[src/rtl/cache_line_addr_encoder_pkg.sv]
// Shared cache address-field constants, FSM state and line address layout.
// Used by both the address encoder and the cache-side address decoder.
package cache_pkg;

  localparam int TAG_W  = 24;
  localparam int IDX_W  = 6;
  localparam int OFF_W  = 2;
  localparam int ADDR_W = TAG_W + IDX_W + OFF_W;
  localparam int WORDS  = 1 << OFF_W;

  typedef enum logic [1:0] {
    IDLE = 2'd0,
    REQ  = 2'd1,
    DONE = 2'd2
  } state_t;

  // Field order here defines the address split for both directions
  typedef struct packed {
    logic [TAG_W-1:0] tag;
    logic [IDX_W-1:0] index;
    logic [OFF_W-1:0] offset;
  } line_addr_t;

  function automatic line_addr_t mk_line(
    input logic [TAG_W-1:0] t,
    input logic [IDX_W-1:0] i,
    input logic [OFF_W-1:0] o
  );
    line_addr_t l;
    l.tag    = t;
    l.index  = i;
    l.offset = o;
    return l;
  endfunction

endpackage

[src/rtl/cache_line_addr_encoder_if.sv]
// Controller/memory-side bundle for the line address encoder.
// slave = encoder view, master = controller + memory view.
interface cache_line_addr_encoder_if;
  import cache_pkg::*;

  logic              start;
  logic [TAG_W-1:0]  tag;
  logic [IDX_W-1:0]  index;
  logic [OFF_W-1:0]  first_offset;
  logic              mem_req;
  logic [ADDR_W-1:0] mem_addr;
  logic              mem_ack;
  logic [OFF_W-1:0]  word_offset;
  logic              busy;
  logic              done;

  modport slave (
    input  start,
    input  tag,
    input  index,
    input  first_offset,
    input  mem_ack,
    output mem_req,
    output mem_addr,
    output word_offset,
    output busy,
    output done
  );

  modport master (
    output start,
    output tag,
    output index,
    output first_offset,
    output mem_ack,
    input  mem_req,
    input  mem_addr,
    input  word_offset,
    input  busy,
    input  done
  );

endinterface

[src/rtl/cache_line_addr_encoder.sv]
// Walks every word address of a cache line toward memory over req/ack.
// Define CACHE_CWF_EN for critical-word-first start offset.
module cache_line_addr_encoder
  import cache_pkg::*;
(
  input  logic clk,
  input  logic rst_n,
  cache_line_addr_encoder_if.slave bus
);

  localparam logic [OFF_W:0] LAST_CNT = (OFF_W+1)'(WORDS - 1);

  state_t            r_state;
  logic [TAG_W-1:0]  r_tag;
  logic [IDX_W-1:0]  r_idx;
  logic [OFF_W-1:0]  r_off;
  logic [OFF_W:0]    r_cnt;

  logic [OFF_W-1:0]  w_start_off;
  line_addr_t        w_line;

`ifdef CACHE_CWF_EN
  assign w_start_off = bus.first_offset;
`else
  logic w_unused_foff;
  assign w_unused_foff = ^bus.first_offset;
  assign w_start_off   = '0;
`endif

  always_ff @(posedge clk) begin
    if (!rst_n) begin
      r_state <= IDLE;
      r_tag   <= '0;
      r_idx   <= '0;
      r_off   <= '0;
      r_cnt   <= '0;
    end else begin
      unique case (r_state)
        IDLE: begin
          if (bus.start) begin
            r_tag   <= bus.tag;
            r_idx   <= bus.index;
            r_off   <= w_start_off;
            r_cnt   <= '0;
            r_state <= REQ;
          end
        end
        REQ: begin
          if (bus.mem_ack) begin
            r_off <= r_off + OFF_W'(1);
            r_cnt <= r_cnt + (OFF_W+1)'(1);
            if (r_cnt == LAST_CNT)
              r_state <= DONE;
          end
        end
        DONE: begin
          r_state <= IDLE;
        end
        default: begin
          r_state <= IDLE;
        end
      endcase
    end
  end

  assign w_line = mk_line(r_tag, r_idx, r_off);

  assign bus.mem_req     = (r_state == REQ);
  assign bus.busy        = (r_state == REQ);
  assign bus.done        = (r_state == DONE);
  assign bus.mem_addr    = w_line;
  assign bus.word_offset = r_off;

endmodule

[src/flat_wrapper.sv]
// flat-port wrapper written by rule: the top's interface ports become plain ports
module cache_line_addr_encoder_flat import cache_pkg::*;
  (clk, rst_n, bus_start, bus_tag, bus_index, bus_first_offset, bus_mem_ack, bus_mem_req, bus_mem_addr, bus_word_offset, bus_busy, bus_done);
  cache_line_addr_encoder_if bus_i ();
  input  logic clk;
  input  logic rst_n;
  input wire logic [$bits(bus_i.start)-1:0] bus_start;
  input wire logic [$bits(bus_i.tag)-1:0] bus_tag;
  input wire logic [$bits(bus_i.index)-1:0] bus_index;
  input wire logic [$bits(bus_i.first_offset)-1:0] bus_first_offset;
  input wire logic [$bits(bus_i.mem_ack)-1:0] bus_mem_ack;
  output wire logic [$bits(bus_i.mem_req)-1:0] bus_mem_req;
  output wire logic [$bits(bus_i.mem_addr)-1:0] bus_mem_addr;
  output wire logic [$bits(bus_i.word_offset)-1:0] bus_word_offset;
  output wire logic [$bits(bus_i.busy)-1:0] bus_busy;
  output wire logic [$bits(bus_i.done)-1:0] bus_done;
  assign bus_i.start = bus_start;
  assign bus_i.tag = bus_tag;
  assign bus_i.index = bus_index;
  assign bus_i.first_offset = bus_first_offset;
  assign bus_i.mem_ack = bus_mem_ack;
  assign bus_mem_req = bus_i.mem_req;
  assign bus_mem_addr = bus_i.mem_addr;
  assign bus_word_offset = bus_i.word_offset;
  assign bus_busy = bus_i.busy;
  assign bus_done = bus_i.done;
  cache_line_addr_encoder u_core (.clk(clk), .rst_n(rst_n), .bus(bus_i));
endmodule
[config.mk]
export PLATFORM = sky130hd
export DESIGN_NAME = cache_line_addr_encoder_flat
export DESIGN_NICKNAME = d
export VERILOG_FILES = /design/src/rtl/cache_line_addr_encoder_pkg.sv /design/src/rtl/cache_line_addr_encoder_if.sv /design/src/rtl/cache_line_addr_encoder.sv /design/src/flat_wrapper.sv
export SDC_FILE = /design/constraint.sdc
export NUM_CORES = 1
export LEC_CHECK = 0
export CAP_MARGIN = 0
export CORE_ASPECT_RATIO = 0.75
export CORE_MARGIN = 2
export CORE_UTILIZATION = 45
export DETAILED_ROUTE_END_ITERATION = 10
export PLACE_DENSITY = 0.85
export SYNTH_ARGS = -nofsm -noshare
export SYNTH_HDL_FRONTEND = slang
export SYNTH_SLANG_ARGS = --single-unit
[constraint.sdc]
create_clock -name clk -period 2.1 [get_ports clk]
set_input_delay 0.21 -clock clk [delete_from_list [all_inputs] [get_ports clk]]
set_output_delay 0.21 -clock clk [all_outputs]
set_load 0.05 [all_outputs]
==> results of run 1 <==
cells by family (layout without fill, tap and decap cells):
logic type                 count (synthesis)  in the layout  synth area share
muxes                                      1              1           0.00607
adders and majority gates                  2              2            0.0152
buffers and inverters                     15             83            0.0697
AOI/OAI and AO/OA                         36             36             0.230
DFF                                       37             37             0.449
and+or+nand+nor                           77             77             0.230
worst reg2reg max path: stages, from the launching register on:
cell and delay (ns):
dfxtp_1 0.54, or3b_4 0.51, nand2_1 0.15, a21boi_2 0.16
cells in the mapped netlist:
cell type | n | area, um2
nand2_1 | 53 | 199
dfxtp_1 | 37 | 741
a21boi_2 | 30 | 338
nand2_2 | 14 | 87.6
buf_6 | 6 | 67.6
o22ai_1 | 4 | 25.0
buf_4 | 3 | 22.5
buf_2 | 2 | 10.0
clkbuf_1 | 2 | 7.51
ha_1 | 2 | 25.0
inv_1 | 2 | 7.51
nor2_1 | 2 | 7.51
nor2b_1 | 2 | 12.5
a21oi_1 | 1 | 5.00
and2b_1 | 1 | 7.51
mux2i_1 | 1 | 10.0
nand4b_1 | 1 | 8.76
nand4b_4 | 1 | 23.8
nor3b_2 | 1 | 12.5
o211ai_2 | 1 | 12.5
or3b_1 | 1 | 8.76
or3b_4 | 1 | 11.3
power breakdown:
part,internal [uW],total [uW],switching (uW),leakage (uW)
clock network,229,474,245,0.0000439
logic,176,423,247,0.000538
registers,741,766,25.8,0.000303
sequential cells by signal, summed over array words and instances (netlist names):
register,cells
u_core.bus.word_offset,2
u_core.r_state,2
u_core.r_cnt,3
u_core.r_tag,24
u_core.r_idx,6
per-stage QoR:
step	util	total power (uW)	setup slack, ns	cell area, um2	hold WS, ns
after floorplan	-	1060	0.239	1650	0.353
after global placement	0.650	1200	0.458	2330	0.446
after detailed placement	0.650	1210	0.441	2330	0.450
after CTS	0.674	1690	0.127	2420	0.460
after global routing	0.674	1750	0.0997	2420	0.472
final	0.674	1660	0.143	2420	0.457
final cells by class:
cell class,count,area share
clock inverters,3,0.00724
flip-flops and latches,37,0.306
inverters,2,0.00310
repair buffers,73,0.297
well taps,52,0.0269
clock buffers,5,0.0285
multi-input cells,116,0.331
per-layer routing:
layer	wire length (um)	track usage	up-vias
met5	0	0	-
met4	25	0.0468	0
met3	294	0.0664	5
met2	1450	0.287	46
met1	1570	0.210	580
li1	-	-	677
worst max-delay path by stage:
| stage | end | slack (ns) | depth (start not counted) | start |
|---|---|---|---|---|
| after floorplan | bus_mem_req | 0.24 | 2 | u_core.r_state[0] |
| after global placement | u_core.r_idx[1] | 0.46 | 4 | bus_start |
| after detailed placement | bus_done | 0.44 | 2 | u_core.r_state[0] |
| after CTS | bus_done | 0.13 | 2 | u_core.r_state[0] |
| after global routing | bus_done | 0.1 | 2 | u_core.r_state[0] |
| final | bus_done | 0.14 | 2 | u_core.r_state[0] |
==> results by group, run 1 <==
Outcome
  • Status: completed

Critical path
  • Reg-to-reg endpoint: u_core.r_tag[6]
  • Crit Path Category: flop to output port
  • Worst EP required: 1.89 ns
  • Slowest CP cell: clkdlybuf4s50_1
  • Max incr delay on CP: 0.69 ns
  • Buffers and inverters on the worst path: 1
  • Crit-path max FO: 7
  • Worst path arrival time: 1.75 ns
  • R2R cell count: 3
  • Crit-path cells: and2b_1, clkdlybuf4s50_1
  • R2R Path Start: u_core.r_state[0]
  • Top delay family on crit path: buffers and inverters
  • CP Launch Type: flop
  • Endpoint type of the worst setup path: output port
  • R2R Setup Slk: 0.67 ns

Cells and area
  • Commonest non-fill, non-tap cell in the layout: clkdlybuf4s50_1
  • Post-Layout Cell Count: 288
  • Final nets: 273
  • Most frequent cells in the layout: clkdlybuf4s50_1 (68), nand2_1 (53), dfxtp_1 (37)
  • Area delta synth->final: 46.6%
  • Reg area: 741 um2
  • Fill cells: 324
  • Share of cells above drive strength 1: 0.258
  • Area occupied by multi-input gates: 801 um2
  • N_diodes: 0

Drt
  • Initial DRT Pass Iterations: 5
  • WL final: 3340 um
  • Drt via density: 4.54
  • Initial drt markers: 45
  • DR vias: 1,308
  • Routed Antenna Nets: 0
  • Post-route DRC violation count: 0
  • Routed WL per cell: ~12 um

GRT
  • Largest net degree at the start of global routing: 39
  • GRT Resource Usage Total: 0.174
  • First-pass GRT wire length: 5640 um
  • Gr ovfl total: 0
  • Vias in the first global route: 1,319
  • Antenna violations before repair: 0

Logic synthesis
  • Seq/Total Area, Yosys: 0.449
  • Post-synthesis cell area: roughly 0.0017 mm2
  • Distinct cells, synth: 22
  • Post-synthesis cell count: 168
  • Mean post-synth cell area: 9.82 um2
  • Yosys Warn Count: 0
  • Synthesized Nets: 206
  • Register bit count reported by yosys: 37

Power and ir drop
  • Cell area power density: approximately 700 mW/mm2
  • Maximum VDD drop: 426 uV
  • P_leak: roughly 0.00089 uW

Die
  • # rows: 19
  • Die W: 73.9 um
  • I/O pins: 73
  • Initial Utilization: 0.460
  • Die ar.: between 0.004 and 0.005 mm2
  • Die H: 56.4 um
  • Core area: about 0.0036 mm2

Min path
  • Min-Delay Path Depth: 2
  • Worst min path class: flop to flop
  • Hold endpoint: u_core.r_tag[5]
  • Hold_sp: u_core.r_tag[5]

Clocking
  • Post_cts resized: 0
  • Clock buffer depth: 2
  • Clk pin slew, worst setup/hold paths: 0.07 ns
  • Worst-Skew Late Latency: 0.28 ns
  • CTS buffer count: 5
  • # hold bufs at CTS: 0
  • Num Clock Sinks: 37
  • CTS tree: done
  • Post-CTS setup buffers: 0
  • Root Buffer: clkbuf_8
  • Maximum level of the CTS H-tree: 2

STA
  • Achievable Freq: ~0.51 GHz
  • Final count of hold timing violations: 0
  • Setup violations, final: 0
  • Skew final: between 0.003 and 0.004 ns
  • Setup TNS: 0 ns
  • Min cycle time layout: a little under 2 ns
  • RSZ-0062 raised after global routing: no
  • Final Max Tran Viols: 0
  • Max-Slew Margin vs Limit: 0.653
  • Slew @ Worst Pin: about 0.52 ns
  • Fin crit share: 0.932

Placement
  • DP HPWL: around 2300 um
  • Post-Place Cells: 280
  • Gp weighted congestion: 0.664
  • IO Port Bufs: 70

Job
  • Max Cap Viol: 0
(Power assumes the default switching activity.)
==> run 2, diff against run 1 <==
Settings changed: MAX_ROUTING_LAYER set to met4, REMOVE_ABC_BUFFERS set to 1.
==> run 2 against run 1 <==
Sequential power about the same. Flip-flop and latch count unchanged. Via count unchanged. Power up 3.6%. Highest routed layer unchanged. First-iteration DRC count up 78%. Non-clock buffer count unchanged. Clock power up 13%. Global-route usage up 0.48 points. Largest power group unchanged. Fmax down 0.18%. Final cell count unchanged. Combinational power about the same.
==> results by group, run 2 (synthesis gave the netlist of run 1 again) <==
Outcome
  • Status: completed

STA
  • Slew @ Worst Pin: between 0.5 and 0.6 ns
  • Fin crit share: 0.933
  • Hold WS: 0.455 ns
  • Skew final: 0.00355 ns
  • RSZ-0062 raised after global routing: no
  • Min cycle time layout: 1.96 ns
  • Final Max Tran Viols: 0
  • Setup TNS: 0 ns
  • Max-Slew Margin vs Limit: 0.653
  • Final count of hold timing violations: 0
  • Setup violations, final: 0
  • Achievable Freq: 0.510 GHz

Power and ir drop
  • Total internal power: 1210 uW
  • Clock Power Share: 0.311
  • P_leak: 0.000896 uW
  • Sw Share: 0.297
  • Cell area power density: ~710 mW/mm2
  • Seq pwr share: 0.444
  • Comb power frac: 0.245
  • Psw: 512 uW
  • Maximum VDD drop: 408 uV

Placement
  • DP HPWL: 2300 um
  • Gp weighted congestion: 0.788
  • Placed Area: 0.00233 mm2
  • IO Port Bufs: 70

Cells and area
  • Most frequent cells in the layout: clkdlybuf4s50_1 (68), nand2_1 (53), dfxtp_1 (37)
  • Largest register by flop count: u_core.r_tag
  • Finished Cell Area: 0.00243 mm2
  • Final nets: 273
  • Area delta synth->final: 47.5%
  • Commonest non-fill, non-tap cell in the layout: clkdlybuf4s50_1
  • Share of cells above drive strength 1: 0.258
  • N_diodes: 0
  • Largest register FFs: 24
  • Fill cells: 299
  • Biggest regs: u_core.r_tag: 24 flops, u_core.r_idx: 6 flops, u_core.r_cnt: 3 flops

Die
  • # rows: 19
  • Die ar.: 0.00417 mm2
  • Initial Utilization: 0.460
  • Core area: 0.00359 mm2
  • Die W: around 74 um
  • I/O pins: between 70 and 80
  • Die H: 56.4 um

Clocking
  • Post-CTS setup buffers: 0
  • # hold bufs at CTS: 0
  • CTS tree: done
  • Worst-Skew Late Latency: 0.28 ns
  • Num Clock Sinks: 37
  • Maximum level of the CTS H-tree: 2
  • Post_cts resized: 0
  • Clock buffer depth: 2
  • Root Buffer: clkbuf_8
  • CTS buffer count: 5
  • Clk pin slew, worst setup/hold paths: around 0.07 ns

Critical path
  • Max incr delay on CP: 0.70 ns
  • Endpoint type of the worst setup path: output port
  • Crit Path Category: flop to output port
  • Worst EP required: 1.89 ns
  • Top delay family on crit path: buffers and inverters
  • Crit-path max FO: 7
  • Crit-path cells: and2b_1, clkdlybuf4s50_1
  • Buffers and inverters on the worst path: 1
  • Slowest CP cell: clkdlybuf4s50_1
  • Worst path arrival time: around 1.8 ns
  • CP Launch Type: flop

GRT
  • Largest net degree at the start of global routing: 32
  • Gr ovfl total: 0
  • Vias in the first global route: approximately 1,200
  • Antenna violations before repair: 0
  • First-pass GRT wire length: 5600 um
  • GRT Resource Usage Total: 0.179

Job
  • Max Cap Viol: 0

Drt
  • Initial DRT Pass Iterations: 3
  • Initial drt markers: 80
  • Post-route DRC violation count: 0
  • WL final: 3270 um
  • Routed Antenna Nets: 0
  • Drt via density: 4.54
  • Routed WL per cell: 11.3 um
  • DR vias: approximately 1,300

Min path
  • Worst min path class: flop to flop
## run 2: cell count changes in the layout (fill, tap and decap cells not counted), sizes merged
cell / before / now
clkinvlp: 1 / 0
clkinv: 2 / 1
clkbuf: 5 / 7
## run 2: metrics by stage
step / instances / util / setup slack (ns) / power (uW)
finish: 288 / 0.678 / 0.140 / 1720
global route: 288 / 0.678 / 0.0800 / 1790
CTS: 288 / 0.678 / 0.131 / 1740
detailed placement: 280 / 0.650 / 0.444 / 1210
global placement: 280 / 0.650 / 0.453 / 1200
floorplan: 155 / - / -0.164 / 1030
## run 2: power groups by stage
stage	Combinational [uW]	Sequential, uW	Clock [uW]
finish	422	766	536
CTS	426	766	550
global route	450	771	572
global placement	423	780	0
floorplan	121	910	0
detailed placement	425	783	0
## run 2: per-layer routing
layer	up-vias	GRT usage	wire length [um]
li1	677	-	-
met1	583	0.226	1540
met2	43	0.267	1450
met3	5	0.0646	242
met4	0	0.0545	31
met5	-	-	0
## run 2: worst paths after layout
| path | endpoint | startpoint | cells past startpoint | slack (ns) |
|---|---|---|---|---|
| worst max-delay path | bus_done | u_core.r_state[0] | 2 | 0.14 |
| worst min-delay path | u_core.r_tag[4] | u_core.r_tag[4] | 2 | 0.45 |
| worst max register to register | u_core.r_idx[0] | u_core.r_state[0] | 3 | 0.70 |
| worst min register to register | u_core.r_tag[4] | u_core.r_tag[4] | 2 | 0.45 |
## run 2: worst reg2reg max path, stage by stage (launching register included)
cell      delay [ns]
dfxtp_1         0.54
or3b_4          0.50
nand2_1         0.14
a21boi_2        0.16
## run 2: area by class of cell
type                       count  area (um2)  share of cell area
multi-input combinational    116         801               0.329
sequential                    37         741               0.304
timing repair buffer          73         718               0.295
clock buffer                   7        96.3              0.0396
tap                           52        65.1              0.0267
inverter                       2        7.51             0.00308
clock inverter                 1        5.00             0.00206
==> run 3, diff against run 2 <==
Settings changed: GPL_ROUTABILITY_DRIVEN set to 0.
==> results of run 3 <==
No change in the layout: final DEF, timing and power equal those of run 2.
